File: src/rtl/serial_adder_n.sv
// Digit-serial adder/subtractor: one DIGIT-bit adder slice with a registered carry
// walks WIDTH-bit operands LSB-first under a start/busy/done handshake.
module serial_adder_n #(
  parameter int WIDTH = 8,
  parameter int DIGIT = 1
) (
  input  logic             clk,
  input  logic             rst,
  input  logic             start,
  input  logic             sub,
  input  logic [WIDTH-1:0] a,
  input  logic [WIDTH-1:0] b,
  input  logic             c_in,
  output logic             busy,
  output logic             done,
  output logic [WIDTH-1:0] sum,
  output logic             c_out,
  output logic             ovf
);

  localparam int STEPS = WIDTH / DIGIT;
  localparam int CW    = (STEPS > 1) ? $clog2(STEPS) : 1;

  typedef enum logic [1:0] {
    ST_IDLE = 2'd0,
    ST_RUN  = 2'd1,
    ST_DONE = 2'd2
  } state_t;

  state_t             state_r;
  state_t             state_nxt_s;
  logic [WIDTH-1:0]   a_sh_r;
  logic [WIDTH-1:0]   b_sh_r;
  logic [WIDTH-1:0]   res_r;
  logic [WIDTH-1:0]   res_nxt_s;
  logic [CW-1:0]      cnt_r;
  logic               carry_r;
  logic               carry_nxt_s;
  logic [DIGIT-1:0]   dsum_s;
  logic               msb_cin_s;
  logic               last_s;
  logic               load_s;
  logic               busy_nxt_s;
  logic               done_nxt_s;
  logic               busy_r;
  logic               done_r;
  logic [WIDTH-1:0]   sum_r;
  logic               c_out_r;
  logic               ovf_r;

  function automatic logic [DIGIT:0] slice_add(
    input logic [DIGIT-1:0] x,
    input logic [DIGIT-1:0] y,
    input logic             ci
  );
    return {1'b0, x} + {1'b0, y} + {{DIGIT{1'b0}}, ci};
  endfunction

  // Adder slice, result shift and carry into the top bit of the slice.
  always_comb begin
    {carry_nxt_s, dsum_s} = slice_add(a_sh_r[DIGIT-1:0], b_sh_r[DIGIT-1:0], carry_r);
    // On the final step the slice MSB is operand bit WIDTH-1, so this is the carry into it.
    msb_cin_s = a_sh_r[DIGIT-1] ^ b_sh_r[DIGIT-1] ^ dsum_s[DIGIT-1];
    res_nxt_s = res_r >> DIGIT;
    res_nxt_s[WIDTH-1 -: DIGIT] = dsum_s;
    last_s = (cnt_r == CW'(STEPS - 1));
    load_s = start && ((state_r == ST_IDLE) || (state_r == ST_DONE));
  end

  // State register.
  always_ff @(posedge clk or posedge rst) begin
    if (rst) begin
      state_r <= ST_IDLE;
    end else begin
      state_r <= state_nxt_s;
    end
  end

  // Next-state logic.
  always_comb begin
    state_nxt_s = state_r;
    case (state_r)
      ST_IDLE: begin
        if (start) state_nxt_s = ST_RUN;
        else       state_nxt_s = ST_IDLE;
      end
      ST_RUN: begin
        if (last_s) state_nxt_s = ST_DONE;
        else        state_nxt_s = ST_RUN;
      end
      ST_DONE: begin
        if (start) state_nxt_s = ST_RUN;
        else       state_nxt_s = ST_IDLE;
      end
      default: state_nxt_s = ST_IDLE;
    endcase
  end

  // Handshake outputs decoded from the next state so they can be registered.
  always_comb begin
    busy_nxt_s = 1'b0;
    done_nxt_s = 1'b0;
    case (state_nxt_s)
      ST_RUN:  busy_nxt_s = 1'b1;
      ST_DONE: done_nxt_s = 1'b1;
      default: begin
        busy_nxt_s = 1'b0;
        done_nxt_s = 1'b0;
      end
    endcase
  end

  // Registered handshake outputs.
  always_ff @(posedge clk or posedge rst) begin
    if (rst) begin
      busy_r <= 1'b0;
      done_r <= 1'b0;
    end else begin
      busy_r <= busy_nxt_s;
      done_r <= done_nxt_s;
    end
  end

  // Operand shifters, carry, step counter and result registers.
  always_ff @(posedge clk or posedge rst) begin
    if (rst) begin
      a_sh_r  <= '0;
      b_sh_r  <= '0;
      res_r   <= '0;
      cnt_r   <= '0;
      carry_r <= 1'b0;
      sum_r   <= '0;
      c_out_r <= 1'b0;
      ovf_r   <= 1'b0;
    end else if (load_s) begin
      a_sh_r  <= a;
      b_sh_r  <= sub ? ~b : b;
      carry_r <= sub ? 1'b1 : c_in;
      cnt_r   <= '0;
    end else if (state_r == ST_RUN) begin
      a_sh_r  <= a_sh_r >> DIGIT;
      b_sh_r  <= b_sh_r >> DIGIT;
      res_r   <= res_nxt_s;
      carry_r <= carry_nxt_s;
      cnt_r   <= cnt_r + CW'(1);
      if (last_s) begin
        sum_r   <= res_nxt_s;
        c_out_r <= carry_nxt_s;
        ovf_r   <= msb_cin_s ^ carry_nxt_s;
      end else begin
        sum_r   <= sum_r;
      end
    end else begin
      cnt_r <= cnt_r;
    end
  end

  assign busy  = busy_r;
  assign done  = done_r;
  assign sum   = sum_r;
  assign c_out = c_out_r;
  assign ovf   = ovf_r;

  serial_adder_n_chk u_chk (
    .clk  (clk),
    .rst  (rst),
    .busy (busy_r),
    .done (done_r)
  );

endmodule

// Handshake invariants for serial_adder_n.
module serial_adder_n_chk (
  input logic clk,
  input logic rst,
  input logic busy,
  input logic done
);

  a_busy_done_excl: assert property (@(posedge clk) disable iff (rst) !(busy && done));
  a_done_pulse:     assert property (@(posedge clk) disable iff (rst) done |=> !done);

endmodule

File: config.mk
export PLATFORM = sky130hd
export DESIGN_NAME = serial_adder_n
export DESIGN_NICKNAME = d
export VERILOG_FILES = /design/src/rtl/serial_adder_n.sv
export SDC_FILE = /design/constraint.sdc
export NUM_CORES = 1
export LEC_CHECK = 0
export CORE_UTILIZATION = 48
export CTS_BUF_LIST = sky130_fd_sc_hd__clkbuf_8
export DETAILED_ROUTE_END_ITERATION = 8
export PLACE_DENSITY = 0.77
export SLEW_MARGIN = 40
export SYNTH_ARGS = -nofsm -noshare
export SYNTH_HDL_FRONTEND = slang
export SYNTH_SLANG_ARGS = --single-unit
File: constraint.sdc
create_clock -name clk -period 1.5 [get_ports clk]
set_input_delay 0.15 -clock clk [delete_from_list [all_inputs] [get_ports clk]]
set_output_delay 0.15 -clock clk [all_outputs]
set_load 0.005 [all_outputs]
# ---- Word level (Yosys, flattened, before mapping)
# Index checks and enable logic that the tools add are counted.
dict set report word_totals {
  regBits 42
  word_cells 46
}
dict set report op_classes {
  add_sub_neg 3
  n_eq_ne 5
  mux 15
  bitwise 5
  reduce_logical 7
}
# cell n
set op_table {}
lappend op_table {{$mux 8} 5}
lappend op_table {{$not 8->8} 1}
lappend op_table {{$mux 1} 6}
lappend op_table {{$mux 3} 2}
lappend op_table {{$eq 2x1->1 const B} 2}
lappend op_table {{$eq 2x2->1 const B} 2}
lappend op_table {{$pmux 2 s2} 1}
lappend op_table {{$add 3x1->3 const B} 1}
lappend op_table {{$eq 3x3->1 const B} 1}
lappend op_table {{$reduce_and 3->1} 1}
lappend op_table {{$xor 1x1->1} 3}
lappend op_table {{$add 1x1->2} 1}
lappend op_table {{$add 2x1->2} 1}
lappend op_table {{$logic_not 2->1} 1}
lappend op_table {{$mux 2} 1}
lappend op_table {{$reduce_and 2->1} 1}
lappend op_table {{$reduce_bool 2->1} 1}
lappend op_table {{$reduce_or 2->1} 1}
lappend op_table {{$logic_and 1x1->1} 1}
lappend op_table {{$logic_or 1x1->1} 1}
lappend op_table {{$not 1->1} 1}

# ---- Depth between registers and ports, before layout
# Gate-level depths: netlist of the first run.
dict set report depth {
  depth_word 5
  depth_mapped 6
  ltp_nobuf 5
}

# ---- Worst setup path after synthesis of the first run
# OpenSTA, ideal clock, no wires.
dict set report synth_timing {
  path_kind {flip-flop to flip-flop}
  start {reg cnt_r[0]}
  end {reg c_out_r, in the netlist c_out}
  setup_time_ps 125
  arrival_time_ps 1389
  t_required_ps 1375
  path_slack_ps -14
  path_stages_with_launch 6
  path_buffers 1
  path_cell_list {dfrtp_1 > ha_1 > ha_1 > nand3b_1 > buf_4 > mux2_2}
}
dict set report synth_between {
  elab_chain_cells 2
}
# item line_no
set synth_rtl {}
lappend synth_rtl {{start: declaration} 36} ;# logic [CW-1:0] cnt_r;
lappend synth_rtl {{start signal: assignment} 145} ;# cnt_r <= cnt_r + CW'(1);
lappend synth_rtl {{start signal: assignment} 154} ;# cnt_r <= cnt_r;
lappend synth_rtl {{$eq 3x3->1} 66} ;# last_s = (cnt_r == CW'(STEPS - 1));
lappend synth_rtl {{$reduce_and 3->1 (no source line)} -}
lappend synth_rtl {{end signal: assignment} 148} ;# c_out_r <= carry_nxt_s;
lappend synth_rtl {{end: declaration} 48} ;# logic c_out_r;
# No other way between the ends.
# A chain may end at the register's enable or synchronous reset.

# ---- Worst setup path in the final report of the first run
dict set report layout_timing {
  start {reg carry_r}
  end {reg res_r[7]}
}
dict set report layout_between {
  elab_chain_cells 1
}
# item line_no
set layout_rtl {}
lappend layout_rtl {{start: declaration} 37} ;# logic carry_r;
lappend layout_rtl {{start signal: assignment} 138} ;# carry_r <= sub ? 1'b1 : c_in;
lappend layout_rtl {{start signal: assignment} 144} ;# carry_r <= carry_nxt_s;
lappend layout_rtl {{$add 2x1->2} 56} ;# return {1'b0, x} + {1'b0, y} + {{DIGIT{1'b0}}, ci};
lappend layout_rtl {{named net dsum_s} 39} ;# logic [DIGIT-1:0] dsum_s;
lappend layout_rtl {{end signal: assignment} 143} ;# res_r <= res_nxt_s;
lappend layout_rtl {{end: declaration} 34} ;# logic [WIDTH-1:0] res_r;
# The timed path passes the listed nets, and every way through them passes these cells.

==> results_dict.tcl, run 1 <==
set metrics [dict create \
    setup_slack_ns 0.02770 \
    slowest_delay_ns 0.54 \
    syn-instance-count 136 \
    cts_max_level 2 \
    tightest_slew_ns 0.2829 \
    viasPerCell 5.128 \
    period_needed_ns 1.472 \
    pre_cts_slack_ns -0.01331 \
    n_antenna_cell 0 \
    core_mm2 0.003468 \
    drv_cap 0 \
    drt_iter0_drc 39 \
    arrival_ns 1.65 \
    rsz0062_at_grt "yes" \
    ios 33 \
    skew_ns 0.001690 \
    utilization 0.6800 \
    first_global_vias 1235 \
    drive_gt1_frac 0.2333 \
    dp_hpwl_mm 2.396 \
    worst-setup-path-type "register to register" \
    clk_latency_ns 0.29 \
    setup_viol 0 \
    p_leak_nw 1.125 \
    die_w_um 63.20 \
    slew_violations 0 \
    rrSetupSlack_ns 0.03 \
    holdBufCountCts 0 \
    avgSynthCellArea_um2 13.22 \
    path_max_fanout 2 \
    yosys.area.top_type_share 0.5706 \
    grt_pass1_wl_mm 5.457 \
    finalHoldViolations 0 \
    gp_congestion 0.7113 \
    ys_ff_latch 41 \
    initial_core_util 0.5184 \
    synth.distinct_cells 25 \
    cts.reportedPaths.clkPinSlew_ns 0.07 \
    grt_max_degree 42 \
    startpoint_type "register" \
    hold_path.class "input pin to async pin" \
    routed_wl_mm 3.235 \
    worst-path-buf-inv 1 \
    cts_buffer_depth 2 \
    slew_headroom 0.8110 \
    yosysSeqAreaShare 0.5706 \
    ys_warn_count 0 \
    cts_made_buffers 5 \
    syn_nets 160 \
    syn_area_mm2 0.001798 \
    layout.nets 204 \
    outcome "finished, final reports clean" \
    path_cells "fa_1 > buf_4 > mux2_2" \
    post-route-period-util 0.9815 \
    firstDrtPassIters 3 \
    crit_slowest_cell "fa_1" \
    routed-via-count 1159 \
    worstPathRequired_ns 1.68 \
    cts_sinks 41 \
    cts_root_buf "clkbuf_8" \
    die-area_mm2 0.003994 \
    synthToLayoutAreaGrowth_pct 31.18 \
    synth_area_leader_cell "dfrtp_1" \
    path_delay_family "adder cells" \
    maxClockFrequency_mhz 679.2 \
    drc 0 \
    fp.dieH_um 63.20 \
    antenna_found_initial 0 \
    rows 21 \
    grtUsageTotal 0.1860 \
    peakVddDrop_uv 810.4 \
    powerDensity_mw_per_mm2 2063 \
    nFillCells 288 \
    drtAntennaViolNets 0 \
    synth.area.top_cells "dfrtp_1 (57%), mux2_2 (11%), mux2i_1 (5.6%), a22o_1 (3.9%), xor2_1 (3.9%)" \
    cts_tree "built" \
    io_buffers 32 \
    overflow 0 \
    endpoint_kind "register" \
    wire_per_inst_um 14.31 \
]
[cell usage in the layout, fill, tap and decap left out, drive strengths merged]
cell type / synthesis / final
a22o: 8 / 8
ha: 2 / 2
o21a: 1 / 1
nand3b: 1 / 1
clkdlybuf4s50: 0 / 32
nor2b: 2 / 2
dfrtp: 41 / 41
mux2i: 10 / 10
xor2: 8 / 8
a221o: 1 / 1
clkbuf: 2 / 6
nand2: 10 / 10
fa: 1 / 1
mux2: 17 / 17
o21ai: 10 / 10
inv: 4 / 5
buf: 6 / 13
nor2: 2 / 2
a21o: 7 / 7
xnor2: 3 / 3
[worst min-delay path: stages]
cell and delay, ns:
clkdlybuf4s50_1 0.40, inv_1 0.09, buf_12 0.23
[worst paths after layout]
path,start,end,cells past startpoint
setup / recovery,carry_r$_DFFE_PP0P_,res_r[7]$_DFFE_PP0P_,3
hold / removal,rst,res_r[3]$_DFFE_PP0P_,3
setup reg to reg,carry_r$_DFFE_PP0P_,res_r[7]$_DFFE_PP0P_,3
hold reg to reg,a_sh_r[3]$_DFFE_PP0P_,a_sh_r[3]$_DFFE_PP0P_,1
max in group asynchronous,rst,sum[6]$_DFFE_PP0P_,3
min in group clk,a[5],a_sh_r[5]$_DFFE_PP0P_,3
[stage by stage]
step                total power (W)  instances  hold WS [ns]  setup TNS (ns)  area (um2)
floorplan                  0.003287        136        0.2725               0        1802
global route               0.005190        226        0.2603         -0.1017        2359
finish                     0.004867        226        0.2105               0        2359
CTS                        0.004860        226        0.2197               0        2349
detailed placement         0.004142        219        0.4694        -0.03918        2260
global placement           0.004011        219        0.4615               0        2260
[flip-flops by register name (all words and copies together) (netlist names)]
name and flops:
cnt_r 3, carry_r 1, res_r 7, c_out 1
state_r 2, b_sh_r 8, busy 1, a_sh_r 8
done 1, sum 8, ovf 1
[cells in the mapped netlist (all sizes together)]
cell type and n:
nor2 2, fa 1, inv 4, ha 2, a221o 1, a22o 8, buf 6, xnor2 3
nand3b 1, mux2 17, o21ai 10, nor2b 2, o21a 1, mux2i 10, a21o 7, dfrtp 41
nand2 10, clkbuf 2, xor2 8
[routing by layer]
metal  part of all wire  vias to the layer above  track usage
met4              0.022                        0       0.1108
met2               0.52                       28       0.3293
met5                  0                        -            0
met1               0.43                      568       0.2000
li1                   -                      556            -
met3              0.036                        7      0.04348
[area by class of cell]
class | instances | area, um2 | share of cell area
inverter | 4 | 15.01 | 0.006366
multi-input combinational | 83 | 718.2 | 0.3045
sequential | 41 | 1026 | 0.4350
clock buffer | 6 | 82.58 | 0.03501
timing repair buffer | 45 | 455.4 | 0.1931
clock inverter | 1 | 3.754 | 0.001592
tap | 46 | 57.56 | 0.02440
[repair_timing]
action                     in CTS  in global routing
setup endpoints to repair       9                 10
buffers inserted                0                  0
gates resized for setup         1                  3
pin swaps                       0                  1
[cells by family after synthesis]
| group | count (synthesis) | share of synthesized area |
|---|---|---|
| AO/OA/AOI/OAI | 27 | 0.1058 |
| flip-flops | 41 | 0.5706 |
| buffers and inverters | 12 | 0.03827 |
| AND/OR/NAND/NOR | 15 | 0.04454 |
| adder cells (fa/ha/maj) | 3 | 0.02505 |
| multiplexers | 27 | 0.1621 |
| XOR/XNOR | 11 | 0.05359 |
[report_power, final]
group	leakage (nW)	switching (W)	internal, W
registers	0.509	0.000301	0.00161
logic	0.568	0.000867	0.00138
clock network	0.0485	0.000348	0.000358
No activity file was read; power rests on OpenSTA's default activity.
==> run 2: changes to the inputs <==
--- a/config.mk
+++ b/config.mk
@@ -5,7 +5,7 @@
 export SDC_FILE = /design/constraint.sdc
 export NUM_CORES = 1
 export LEC_CHECK = 0
-export CORE_UTILIZATION = 48
+export CORE_UTILIZATION = 50
 export CTS_BUF_LIST = sky130_fd_sc_hd__clkbuf_8
 export DETAILED_ROUTE_END_ITERATION = 8
 export PLACE_DENSITY = 0.77
==> constraint.sdc (replaced) <==
create_clock -name clk -period 1.69 [get_ports clk]
set_input_delay 0.169 -clock clk [delete_from_list [all_inputs] [get_ports clk]]
set_output_delay 0.169 -clock clk [all_outputs]
set_load 0.005 [all_outputs]
==> run 2 against run 1 <==
  * Wire length fell by 0.56%
  * Critical endpoint is now sum[1]$_DFFE_PP0P_
  * Largest cell class unchanged
  * Highest routed layer unchanged
  * Sequential share of layout area grew 0.47 points
  * Clock-buffer cell count is 1 lower
  * Via count decreased by 2.4%
  * Cell count down 3.1%
  * Flip-flop and latch count stayed put
  * Setup slack gained 0.13 ns
==> results_dict.tcl, run 2 (synthesis results as in run 1) <==
set metrics [dict create \
    pwr-share-comb 0.411 \
    cts_buffer_depth 2 \
    worstPathRequired_ns 1.88 \
    pwr-share-seq 0.382 \
    wire_per_inst_um 14.69 \
    n_antenna_cell 0 \
    cts.reportedPaths.clkPinSlew_ns 0.08 \
    dp_hpwl_mm 2.260 \
    grt_use_met3 0.04969 \
    cts_made_buffers 5 \
    drive_gt1_frac 0.1908 \
    cts_max_level 2 \
    p_sw_frac 0.3007 \
    cts_tree "built" \
    clk_latency_ns 0.30 \
    multi_input_area_um2 705.7 \
    powerDensity_mw_per_mm2 1910 \
    die_w_um 61.97 \
    viasPerCell 5.164 \
    drc 0 \
    p_switching_w 0.001341 \
    io_buffers 32 \
    crit_slowest_cell "dfrtp_1" \
    drv_cap 0 \
    path_cells "ha_1 > ha_1 > nand3b_1 > buf_12 > mux2_2" \
    path_delay_family "adder cells" \
    slew_headroom 0.6672 \
    hold_path.class "input pin to async pin" \
    fp.dieH_um 61.97 \
    die-area_mm2 0.003840 \
    overflow 0 \
    outcome "finished, final reports clean" \
    met1_usage 0.2396 \
    top_usage_layer "met2" \
    cpMostUsedCell "ha_1" \
    gp_congestion 0.6844 \
    final_cell_mix "dfrtp_1 (41), clkdlybuf4s50_1 (32), mux2_2 (17)" \
    routed_wl_mm 3.217 \
    path_max_fanout 13 \
    holdBufCountCts 0 \
    grt_pass1_wl_mm 5.064 \
    synthToLayoutAreaGrowth_pct 29.78 \
    cts_setup_buffers 0 \
    drtAntennaViolNets 0 \
    first_global_vias 1128 \
    power.internal_w 0.003117 \
    endpoint_kind "register" \
    firstDrtPassIters 4 \
    setup_viol 0 \
    finalHoldViolations 0 \
    regArea_mm2 0.001026 \
    routed-via-count 1131 \
    layout.nets 196 \
    startpoint_type "register" \
    cts_root_buf "clkbuf_8" \
    ios 33 \
    slowest_delay_ns 0.39 \
    slew_violations 0 \
    power_w 0.004458 \
    use_met2 0.3070 \
    rsz0062_at_grt "no" \
    rows 21 \
    nFillCells 260 \
    setup_tns_ns 0 \
    grtUsageTotal 0.1913 \
    grt_max_degree 42 \
    skew_ns 0.007179 \
    post-route-period-util 0.9038 \
    drt_iter0_drc 43 \
    peakVddDrop_uv 820.7 \
    core_mm2 0.003390 \
    antenna_found_initial 0 \
    period_needed_ns 1.527 \
    worst-path-buf-inv 1 \
    worst-setup-path-type "register to register" \
    arrival_ns 1.71 \
    clkPwrFrac 0.207 \
    tightest_slew_ns 0.4992 \
    post_cts_resized 0 \
    p_leak_nw 1.103 \
    cts_sinks 41 \
    initial_core_util 0.5305 \
    final_common_cell "dfrtp_1" \
    maxClockFrequency_mhz 654.7 \
]
==> run 2: path summary, 6_finish.rpt <==
path | slack [ns] | to | depth (start not counted) | start
setup / recovery | 0.16 | sum[1]$_DFFE_PP0P_ | 5 | cnt_r[0]$_DFFE_PP0P_
hold / removal | 0.29 | sum[2]$_DFFE_PP0P_ | 3 | rst
setup reg to reg | 0.16 | sum[1]$_DFFE_PP0P_ | 5 | cnt_r[0]$_DFFE_PP0P_
hold reg to reg | 0.48 | ovf$_DFFE_PP0P_ | 2 | ovf$_DFFE_PP0P_
max in group asynchronous | 1.04 | sum[6]$_DFFE_PP0P_ | 3 | rst
min in group clk | 0.43 | a_sh_r[6]$_DFFE_PP0P_ | 3 | a[6]
==> run 2: worst register-to-register path: stages, from the launching register on <==
cell and delay, ns:
dfrtp_1 0.39, ha_1 0.20, ha_1 0.20, nand3b_1 0.14, buf_12 0.15, mux2_2 0.34
==> run 2: layer usage <==
layer  wire length [um]  up-vias
met5                  0        -
met4                 53        0
met3                129        6
met2               1541       34
met1               1493      553
li1                   -      538
==> run 2: stage by stage <==
step | setup slack (ns) | util | hold WS (ns) | instance area (um2) | instances
after floorplan | 0.1759 | - | 0.2915 | 1798 | 136
after global placement | 0.2014 | 0.6489 | 0.4608 | 2200 | 211
after detailed placement | 0.1598 | 0.6489 | 0.4664 | 2200 | 211
after CTS | 0.1542 | 0.6884 | 0.3169 | 2333 | 219
after global routing | 0.08906 | 0.6884 | 0.3578 | 2333 | 219
final | 0.1626 | 0.6884 | 0.2916 | 2333 | 219
==> run 2: layout make-up <==
cell class | instances | share of cell area
Clock buffer | 5 | 0.02949
Clock inverter | 3 | 0.02788
Inverter | 4 | 0.006434
Multi-Input combinational cell | 83 | 0.3024
Sequential cell | 41 | 0.4397
Tap cell | 46 | 0.02466
Timing Repair Buffer | 37 | 0.1694
==> run 2: power by group through the flow <==
stage                     logic (W)  registers, W  clock network [W]
after floorplan             0.00126       0.00166                  0
after global placement      0.00176       0.00168                  0
after detailed placement    0.00185       0.00172                  0
after CTS                   0.00186       0.00171           0.000943
after global routing        0.00200       0.00176           0.000979
final                       0.00183       0.00170           0.000924
==> run 3: changes to the inputs <==
--- a/config.mk
+++ b/config.mk
@@ -5,10 +5,10 @@
 export SDC_FILE = /design/constraint.sdc
 export NUM_CORES = 1
 export LEC_CHECK = 0
+export ABC_AREA = 1
 export CORE_UTILIZATION = 50
-export CTS_BUF_LIST = sky130_fd_sc_hd__clkbuf_8
 export DETAILED_ROUTE_END_ITERATION = 8
-export PLACE_DENSITY = 0.77
+export PLACE_DENSITY = 0.76
 export SLEW_MARGIN = 40
 export SYNTH_ARGS = -nofsm -noshare
 export SYNTH_HDL_FRONTEND = slang
==> run 3 against run 2 <==
  * First-iteration DRC count grew 28%
  * Critical path type unchanged
  * Global-route usage increased by 1.4 points
  * Synthesized area grew 4.7%
  * Final area increased by 1.8%
  * Sequential share of layout area shrank 0.79 points
==> results_dict.tcl, run 3 <==
set metrics [dict create \
    overflow 0 \
    post-route-period-util 0.8860 \
    instances_no_fill 308 \
    synthToLayoutAreaGrowth_pct 26.18 \
    rsz0062_at_grt "no" \
    n_antenna_cell 0 \
    synthFlopType "dfrtp_1" \
    routed_wl_mm 3.458 \
    finalHoldViolations 0 \
    dp_cells 300 \
    cts_sinks 41 \
    drive_gt1_frac 0.08397 \
    gp_congestion 0.7597 \
    synth_top_family_by_area "simple AND/OR/NAND/NOR gates" \
    yosys.area.top_type_share 0.5449 \
    stdcell_area_mm2 0.002376 \
    io_buffers 32 \
    peakVddDrop_uv 627.5 \
    grt_pass1_wl_mm 6.272 \
    drt_iter0_drc 55 \
    synth_compound_area_frac 0.08040 \
    cts_buffer_depth 2 \
    first_global_vias 1420 \
    worst-setup-path-type "register to register" \
    synth_xor_area_frac 0.02791 \
    async_reset_ff_frac 1.000 \
    nFillCells 317 \
    syn_area_mm2 0.001883 \
    avgSynthCellArea_um2 8.444 \
    drc 0 \
    core_mm2 0.003468 \
    setup_viol 0 \
    regArea_mm2 0.001026 \
    antenna_found_initial 0 \
    firstDrtPassIters 4 \
    post_cts_resized 0 \
    setup_tns_ns 0 \
    cts_tree "built" \
    wire_per_inst_um 11.23 \
    cts_root_buf "clkbuf_8" \
    synth.most_common_cell "nand2_1" \
    die-area_mm2 0.004016 \
    final_cell_mix "nand2_1 (96), dfrtp_1 (41), clkdlybuf4s50_1 (32)" \
    placed_cell_area_mm2 0.002260 \
    skew_ns 0.008271 \
    holdBufCountCts 0 \
    syn_nets 247 \
    viasPerCell 4.776 \
    tightest_slew_ns 0.5069 \
    rows 21 \
    ios 33 \
    arrival_ns 1.68 \
    cts_setup_buffers 0 \
    syn-instance-count 223 \
    maxClockFrequency_mhz 667.8 \
    layout.nets 285 \
    fin_hold_ws_ns 0.2999 \
    slew_headroom 0.6620 \
    grt_max_degree 42 \
    worstPathRequired_ns 1.87 \
    synth.distinct_cells 23 \
    path_max_fanout 5 \
    dp_hpwl_mm 2.406 \
    powerDensity_mw_per_mm2 1815 \
    startpoint_type "register" \
    synth-simple-area-share 0.2465 \
    synth_area_leader_cell "dfrtp_1" \
    synth.area.top_cells "dfrtp_1 (54%), nand2_1 (19%), o21ai_0 (4.5%), inv_1 (4.0%), xnor2_1 (2.8%)" \
    drtAntennaViolNets 0 \
    ys_warn_count 0 \
    final_common_cell "nand2_1" \
    die_w_um 63.37 \
    hold_path.class "input pin to async pin" \
    cts_max_level 2 \
    initial_core_util 0.5429 \
    p_leak_nw 1.192 \
    multi_input_area_um2 713.2 \
    drv_cap 0 \
    muxShareOfSynthArea 0 \
    synth_edf_count 0 \
    ys_ff_latch 41 \
    endpoint_kind "register" \
    grtUsageTotal 0.2058 \
    cts.reportedPaths.clkPinSlew_ns 0.08 \
    fp.dieH_um 63.37 \
    cts_made_buffers 5 \
    synthAdderAreaFrac 0.02392 \
    outcome "finished, final reports clean" \
    clk_latency_ns 0.29 \
    synth_commonest_cells "nand2_1 (96), dfrtp_1 (41), inv_1 (20)" \
    yosysSeqAreaShare 0.5449 \
    routed-via-count 1471 \
    period_needed_ns 1.497 \
    slew_violations 0 \
    power_w 0.004313 \
]
==> run 3: logic make-up (layout without fill, tap and decap cells) <==
kind of cell	count (synthesis)	count (layout)
adder cells (fa/ha/maj)	3	3
XOR/XNOR	6	6
flip-flops	41	41
AO/OA/AOI/OAI	29	29
AND/OR/NAND/NOR	113	113
buffers and inverters	31	70
==> run 3: metrics by stage <==
| step | setup slack (ns) | utilization |
|---|---|---|
| final | 0.1926 | 0.6851 |
| after global routing | 0.06826 | 0.6851 |
| after CTS | 0.1918 | 0.6851 |
| after detailed placement | 0.2002 | 0.6515 |
| after global placement | 0.2291 | 0.6515 |
| after floorplan | 0.3142 | - |
==> run 3: final timing paths <==
check / from / endpoint / slack, ns / cells after the start
min in group clk: a[3] / a_sh_r[3]$_DFFE_PP0P_ / 0.43 / 3
min: rst / res_r[6]$_DFFE_PP0P_ / 0.30 / 3
max: b_sh_r[0]$_DFFE_PP0P_ / ovf$_DFFE_PP0P_ / 0.19 / 7
max reg2reg: b_sh_r[0]$_DFFE_PP0P_ / ovf$_DFFE_PP0P_ / 0.19 / 7
max in group asynchronous: rst / state_r[0]$_DFF_PP0_ / 1.04 / 3
min reg2reg: b_sh_r[6]$_DFFE_PP0P_ / b_sh_r[6]$_DFFE_PP0P_ / 0.48 / 2
==> run 3: layer usage <==
| layer | wire (um) | vias up | track usage | part of all wire |
|---|---|---|---|---|
| met4 | 65 | 0 | 0.06818 | 0.019 |
| met3 | 137 | 7 | 0.06703 | 0.040 |
| met1 | 1530 | 669 | 0.2574 | 0.44 |
| met2 | 1725 | 36 | 0.3338 | 0.50 |
| li1 | - | 759 | - | - |
| met5 | 0 | - | 0 | 0 |
==> run 3: final cells by class <==
type                    instances  share of cell area
flip-flops and latches         41              0.4318
repair buffers                 39              0.1569
well taps                      46             0.02422
multi-input cells             151              0.3002
clock inverters                 1             0.01264
inverters                      23             0.03791
clock buffers                   7             0.03633
==> run 3: power by group <==
group / internal (W) / switching (W) / total (W)
clock network: 0.000481 / 0.000327 / 0.000808
registers: 0.00143 / 0.000264 / 0.00170
logic: 0.000802 / 0.00100 / 0.00181
==> run 3: critical path: stages, from the launching register on <==
cell and delay (ns):
dfrtp_1 0.45, fa_1 0.51, inv_1 0.13, nand2_1 0.07, nand2_1 0.06, nand2_1 0.05
nand3_1 0.08, nand2_1 0.05
